## src/rtl/ram_dc_param.sv

```systemverilog
// ram_dc_param: cpu15 memory-stage data RAM plus memory-mapped I/O decoder.
// Ports: CLK_DC/RESET_N; RAM_AD_IN/RAM_RE/RAM_WE/RAM_IN/IO_IN in; RAM_AD_OUT/RAM_OUT/RAM_VALID/ADDR_ERR/IO_OUT out. Option: RAM_DC_IO_SYNC_EN.
module ram_dc_param #(
  parameter int DW          = 16,
  parameter int AW          = 8,
  parameter int RAM_DEPTH   = 8,
  parameter int IO_OUT_NUM  = 1,
  parameter int IO_OUT_BASE = 'h40,
  parameter int IO_IN_NUM   = 1,
  parameter int IO_IN_BASE  = 'h41
) (
  input  logic                     CLK_DC,
  input  logic                     RESET_N,
  input  logic [AW-1:0]            RAM_AD_IN,
  input  logic                     RAM_RE,
  input  logic                     RAM_WE,
  input  logic [DW-1:0]            RAM_IN,
  input  logic [IO_IN_NUM*DW-1:0]  IO_IN,
  output logic [AW-1:0]            RAM_AD_OUT,
  output logic [DW-1:0]            RAM_OUT,
  output logic                     RAM_VALID,
  output logic                     ADDR_ERR,
  output logic [IO_OUT_NUM*DW-1:0] IO_OUT
);

  localparam int ADDR_SPAN = 2 ** AW;
  localparam int OUT_END   = IO_OUT_BASE + IO_OUT_NUM;
  localparam int IN_END    = IO_IN_BASE + IO_IN_NUM;

  localparam bit OVL_RO =
    (0 < OUT_END) && (IO_OUT_BASE < RAM_DEPTH);
  localparam bit OVL_RI =
    (0 < IN_END) && (IO_IN_BASE < RAM_DEPTH);
  localparam bit OVL_OI =
    (IO_OUT_BASE < IN_END) && (IO_IN_BASE < OUT_END);
  localparam bit RANGE_BAD =
    (RAM_DEPTH > ADDR_SPAN) || (OUT_END > ADDR_SPAN) ||
    (IN_END > ADDR_SPAN) || (IO_IN_NUM < 1) ||
    (IO_OUT_NUM < 1);

  if (OVL_RO || OVL_RI || OVL_OI || RANGE_BAD) begin : g_cfg_err
    $error("ram_dc_param: address windows overlap or exceed space");
  end

  logic [DW-1:0] mem [RAM_DEPTH];

  logic [IO_IN_NUM*DW-1:0] io_in_v;

`ifdef RAM_DC_IO_SYNC_EN
  logic [IO_IN_NUM*DW-1:0] io_s1;
  logic [IO_IN_NUM*DW-1:0] io_s2;

  always_ff @(posedge CLK_DC or negedge RESET_N) begin
    if (!RESET_N) begin
      io_s1 <= '0;
      io_s2 <= '0;
    end else begin
      io_s1 <= IO_IN;
      io_s2 <= io_s1;
    end
  end

  assign io_in_v = io_s2;
`else
  assign io_in_v = IO_IN;
`endif

  int            addr;
  logic          hit_ram;
  logic          hit_out;
  logic          hit_in;
  logic [DW-1:0] ram_rd;
  logic [DW-1:0] out_rd;
  logic [DW-1:0] in_rd;
  logic [DW-1:0] rd_data;
  logic          wr_ok;
  logic          err_nxt;

  assign addr = int'(RAM_AD_IN);

  always_comb begin
    hit_ram = 1'b0;
    hit_out = 1'b0;
    hit_in  = 1'b0;
    ram_rd  = '0;
    out_rd  = '0;
    in_rd   = '0;
    for (int k = 0; k < RAM_DEPTH; k++) begin
      if (addr == k) begin
        hit_ram = 1'b1;
        ram_rd  = mem[k];
      end
    end
    for (int k = 0; k < IO_OUT_NUM; k++) begin
      if (addr == IO_OUT_BASE + k) begin
        hit_out = 1'b1;
        out_rd  = IO_OUT[k*DW +: DW];
      end
    end
    for (int k = 0; k < IO_IN_NUM; k++) begin
      if (addr == IO_IN_BASE + k) begin
        hit_in = 1'b1;
        in_rd  = io_in_v[k*DW +: DW];
      end
    end
  end

  // Writable windows bypass write data to a same-cycle read.
  always_comb begin
    rd_data = '0;
    unique case (1'b1)
      hit_ram: rd_data = RAM_WE ? RAM_IN : ram_rd;
      hit_out: rd_data = RAM_WE ? RAM_IN : out_rd;
      hit_in:  rd_data = in_rd;
      default: rd_data = '0;
    endcase
  end

  assign wr_ok = RAM_WE && (hit_ram || hit_out);

  // One pulse even when a bad read and bad write coincide.
  assign err_nxt =
    (RAM_WE && !wr_ok) ||
    (RAM_RE && !(hit_ram || hit_out || hit_in));

  always_ff @(posedge CLK_DC or negedge RESET_N) begin
    if (!RESET_N) begin
      for (int k = 0; k < RAM_DEPTH; k++) begin
        mem[k] <= '0;
      end
      IO_OUT     <= '0;
      RAM_OUT    <= '0;
      RAM_AD_OUT <= '0;
      RAM_VALID  <= 1'b0;
      ADDR_ERR   <= 1'b0;
    end else begin
      for (int k = 0; k < RAM_DEPTH; k++) begin
        if (RAM_WE && addr == k) begin
          mem[k] <= RAM_IN;
        end
      end
      for (int k = 0; k < IO_OUT_NUM; k++) begin
        if (RAM_WE && addr == IO_OUT_BASE + k) begin
          IO_OUT[k*DW +: DW] <= RAM_IN;
        end
      end
      if (RAM_RE) begin
        RAM_OUT    <= rd_data;
        RAM_AD_OUT <= RAM_AD_IN;
      end
      RAM_VALID <= RAM_RE;
      ADDR_ERR  <= err_nxt;
    end
  end

endmodule
```

## config.mk

```make
export PLATFORM = sky130hd
export DESIGN_NAME = ram_dc_param
export DESIGN_NICKNAME = d
export VERILOG_FILES = /design/src/rtl/ram_dc_param.sv
export SDC_FILE = /design/constraint.sdc
export NUM_CORES = 1
export LEC_CHECK = 0
export BUFFER_PORTS_ARGS = -buffer_cell sky130_fd_sc_hd__buf_2
export CORE_MARGIN = 2
export CORE_UTILIZATION = 49
export CTS_CLUSTER_SIZE = 20
export DETAILED_ROUTE_END_ITERATION = 12
export GPL_TIMING_DRIVEN = 0
export PLACE_DENSITY = 0.8
export SLEW_MARGIN = 10
export SYNTH_ARGS = -nofsm -noshare
export SYNTH_HDL_FRONTEND = slang
export SYNTH_SLANG_ARGS = --single-unit
```

## constraint.sdc

```tcl
create_clock -name CLK_DC -period 1.95 [get_ports CLK_DC]
set_clock_uncertainty 0.05 [all_clocks]
set_input_delay 0.39 -clock CLK_DC [delete_from_list [all_inputs] [get_ports CLK_DC]]
set_output_delay 0.39 -clock CLK_DC [all_outputs]
set_load 0.03 [all_outputs]
```

==> results.md <==
* Pwr per Cell Area at 806 nW/um^2
* GRT overflow at 0
* Port buffer count at 85
* All-layer global routing usage at 24.9%
* Die width at 134 um
* # setup viols final at 16
* Area growth syn-to-layout at 21.8%
* Clk slew on worst S/H paths at 0.06 ns
* Post-synth EDFFs at 0
* Clk_lat worst skew at 0.43 ns
* WL/cell at 22.1 um
* Crit path max fanout at 7
* DIE HEIGHT at 134 um
* Synthesized area at 8320 um^2
* Drt drc at 0
* Critical Path Max Stage Delay at 0.39 ns
* Final slew viol count at 0
* Final hold vios at 0
* Fin cells at 1025
* CTS tree: done
* Worst Setup End Kind: register
* Number of H-tree levels at 4
* Post-route ant nets at 0
* CTS Buf Count at 17
* Cell taking the most area after synthesis: dfrtp_1
* Leak at 4.89 nW
* Vias in the first global route at 6456
* Clk root buf: clkbuf_16
* Largest net degree at the start of global routing at 89
* Sink Count at 170
* Crit path kind: input port to register
* Post-DP HPWL at 14600 um
* Placement row count at 47
* Worst Setup Start Kind: input port
* Routed wire length at 22600 um
* Vias per cell at 6.15
* Netlist cell types at 49
* Core Footprint at 16600 um^2
* Initial Utilization at 50.2%
* Drt first-iter violations at 700
* Largest vdd supply drop at 0.702 mV
* Slew Limit Headroom at 45.6%
* Setup WS post-layout at -0.0532 ns
* Setup TNS at -0.325 ns
* Failing checks: setup timing
* Most common cell after layout, fill and taps aside: dfrtp_1
* Layout cell share with drive strength beyond 1 at 42.9%
* FF-to-FF setup slack at 0.44 ns
* Max cap viols at 0
* Syn nets at 709
* Crit path top cell by count: buf_6
* Run status: complete, but fails checks
* Crit path required time at 2.21 ns
* Top_reg_cell synth: dfrtp_1
* Post-synth ARST share at 100%
* Min Tclk post-route at 2.00 ns
* Routed via count at 6301
* Most frequent cells in the layout: dfrtp_1, mux2_2, buf_2
* Top-area cell type share of the netlist area at 51.1%
* Post-synthesis sequential area ratio at 51.1%
* Worst hold path class: input port to register
* Worst EP arrival at 2.26 ns
* Dpl cells at 971
* Yosys reg bits at 170
* Initial antenna violation count at 0
* Io pins at 86
* Slew at the pin closest to its max-slew limit at 0.813 ns
* Placer Congestion at 0.878
* Cell Chain, Critical Path: buf_6 > or3_4 > buf_8 > nor4_4 > and4_1 > buf_6 > clkbuf_16 > mux2_4
* Worst Hold Slack at 0.0351 ns
* Critical-path top delay cell: or3_4
* Die Area at 18000 um^2
* Post-route clock period utilization at 103%
* Synth warn at 0
* Synth area leaders: dfrtp_1, mux2_2, mux2i_1, clkbuf_1, o21ai_0
* First-pass iteration count of the detailed router at 6
* Total Power at 8.17 mW
* Layout Nets at 836
* Clk buf depth at 2
* First-pass GRT wire length at 34400 um
* RSZ-0062 raised after global routing: true
* Cells after Synth at 665
* Max Clk Rate at 0.499 GHz
* N_diodes at 0
* Syn avg cell area at 12.5 um^2
## critical path, delay by kind of cell
family / cells / cell delay (ns)
buf+inv: 4 / 0.58
simple gates: 3 / 0.98
mux: 1 / 0.30
## cells in the mapped netlist, types with 4 or more instances
library cell / instances
o21a_1: 14
a22oi_1: 11
clkbuf_1: 41
nand3_1: 6
mux2_1: 4
inv_1: 12
nand2b_1: 6
nor2_1: 22
o2111ai_1: 11
o211ai_1: 16
a222oi_1: 11
nand2_1: 10
buf_1: 6
mux2i_1: 49
buf_2: 16
o21ai_0: 24
o22ai_1: 13
mux2_2: 159
nand3b_1: 15
dfrtp_1: 170
a21oi_1: 8
## cell families after synthesis
kind of cell           share of synthesized area, %
AOI/OAI and AO/OA                              10.6
buffers and inverters                          4.08
muxes                                          28.0
and+or+nand+nor                                6.20
DFF                                            51.1
## worst paths after layout
kind / to / cells after the start / from
max in group asynchronous: mem[73]$_DFFE_PN0P_ / 3 / RESET_N
min in group asynchronous: IO_OUT[3]$_DFFE_PN0P_ / 2 / RESET_N
worst min register to register: mem[60]$_DFFE_PN0P_ / 1 / mem[60]$_DFFE_PN0P_
worst max-delay path: mem[73]$_DFFE_PN0P_ / 8 / RAM_AD_IN[3]
worst min-delay path: RAM_VALID$_DFF_PN0_ / 1 / RAM_RE
worst max register to register: RAM_OUT[4]$_DFFE_PN0P_ / 4 / mem[116]$_DFFE_PN0P_
## area by class of cell
class	count	area, um^2
fillers	1267	6450
multi-input cells	415	3830
well taps	220	275
inverters	14	53.8
plain buffers	66	422
flip-flops and latches	170	4250
repair buffers	108	702
clock buffers	22	454
clock inverters	10	143
## power by group
| part | switching [mW] | internal [mW] | leakage [nW] | total, mW |
|---|---|---|---|---|
| clock network | 1.42 | 2.06 | 0.289 | 3.48 |
| registers | 0.0929 | 3.70 | 2.32 | 3.79 |
| logic | 0.552 | 0.356 | 2.28 | 0.908 |
| total | 2.06 | 6.11 | 4.89 | 8.17 |
## sequential cells by signal (all words and copies together), names as in the netlist
| name | cells |
|---|---|
| mem | 128 |
| RAM_OUT | 16 |
| IO_OUT | 16 |
| RAM_VALID | 1 |
| RAM_AD_OUT | 8 |
| ADDR_ERR | 1 |
## routing by layer
metal	vias to the layer above	global-route usage [%]	routed length (um)
li1	2736	-	-
met3	62	5.37	1510
met5	-	0	0
met1	3227	32.4	9620
met4	0	10.5	686
met2	276	40.4	10800
## per-stage QoR
step,utilization [%],setup slack (ns),cell area [um^2]
6_report,61.1,-0.0532,10100
5_1_grt,61.1,-0.0956,10100
4_1_cts,59.4,0.00310,9850
3_5_place_dp,54.8,-1.08,9080
3_3_place_gp,54.5,-2.19,9050
2_1_floorplan,-,-0.373,8350
## timing repair
| item | 4_1_cts | 5_1_grt |
|---|---|---|
| cloned | 1 | 2 |
| buffers inserted | 9 | 9 |
| hold buffers | 1 | 0 |
| gates resized for setup | 31 | 46 |
| endpoints found under the hold margin | 82 | 0 |
| pin swaps | 2 | 6 |
| setup endpoints to repair | 120 | 88 |
No activity file was read; power rests on OpenSTA's default activity.
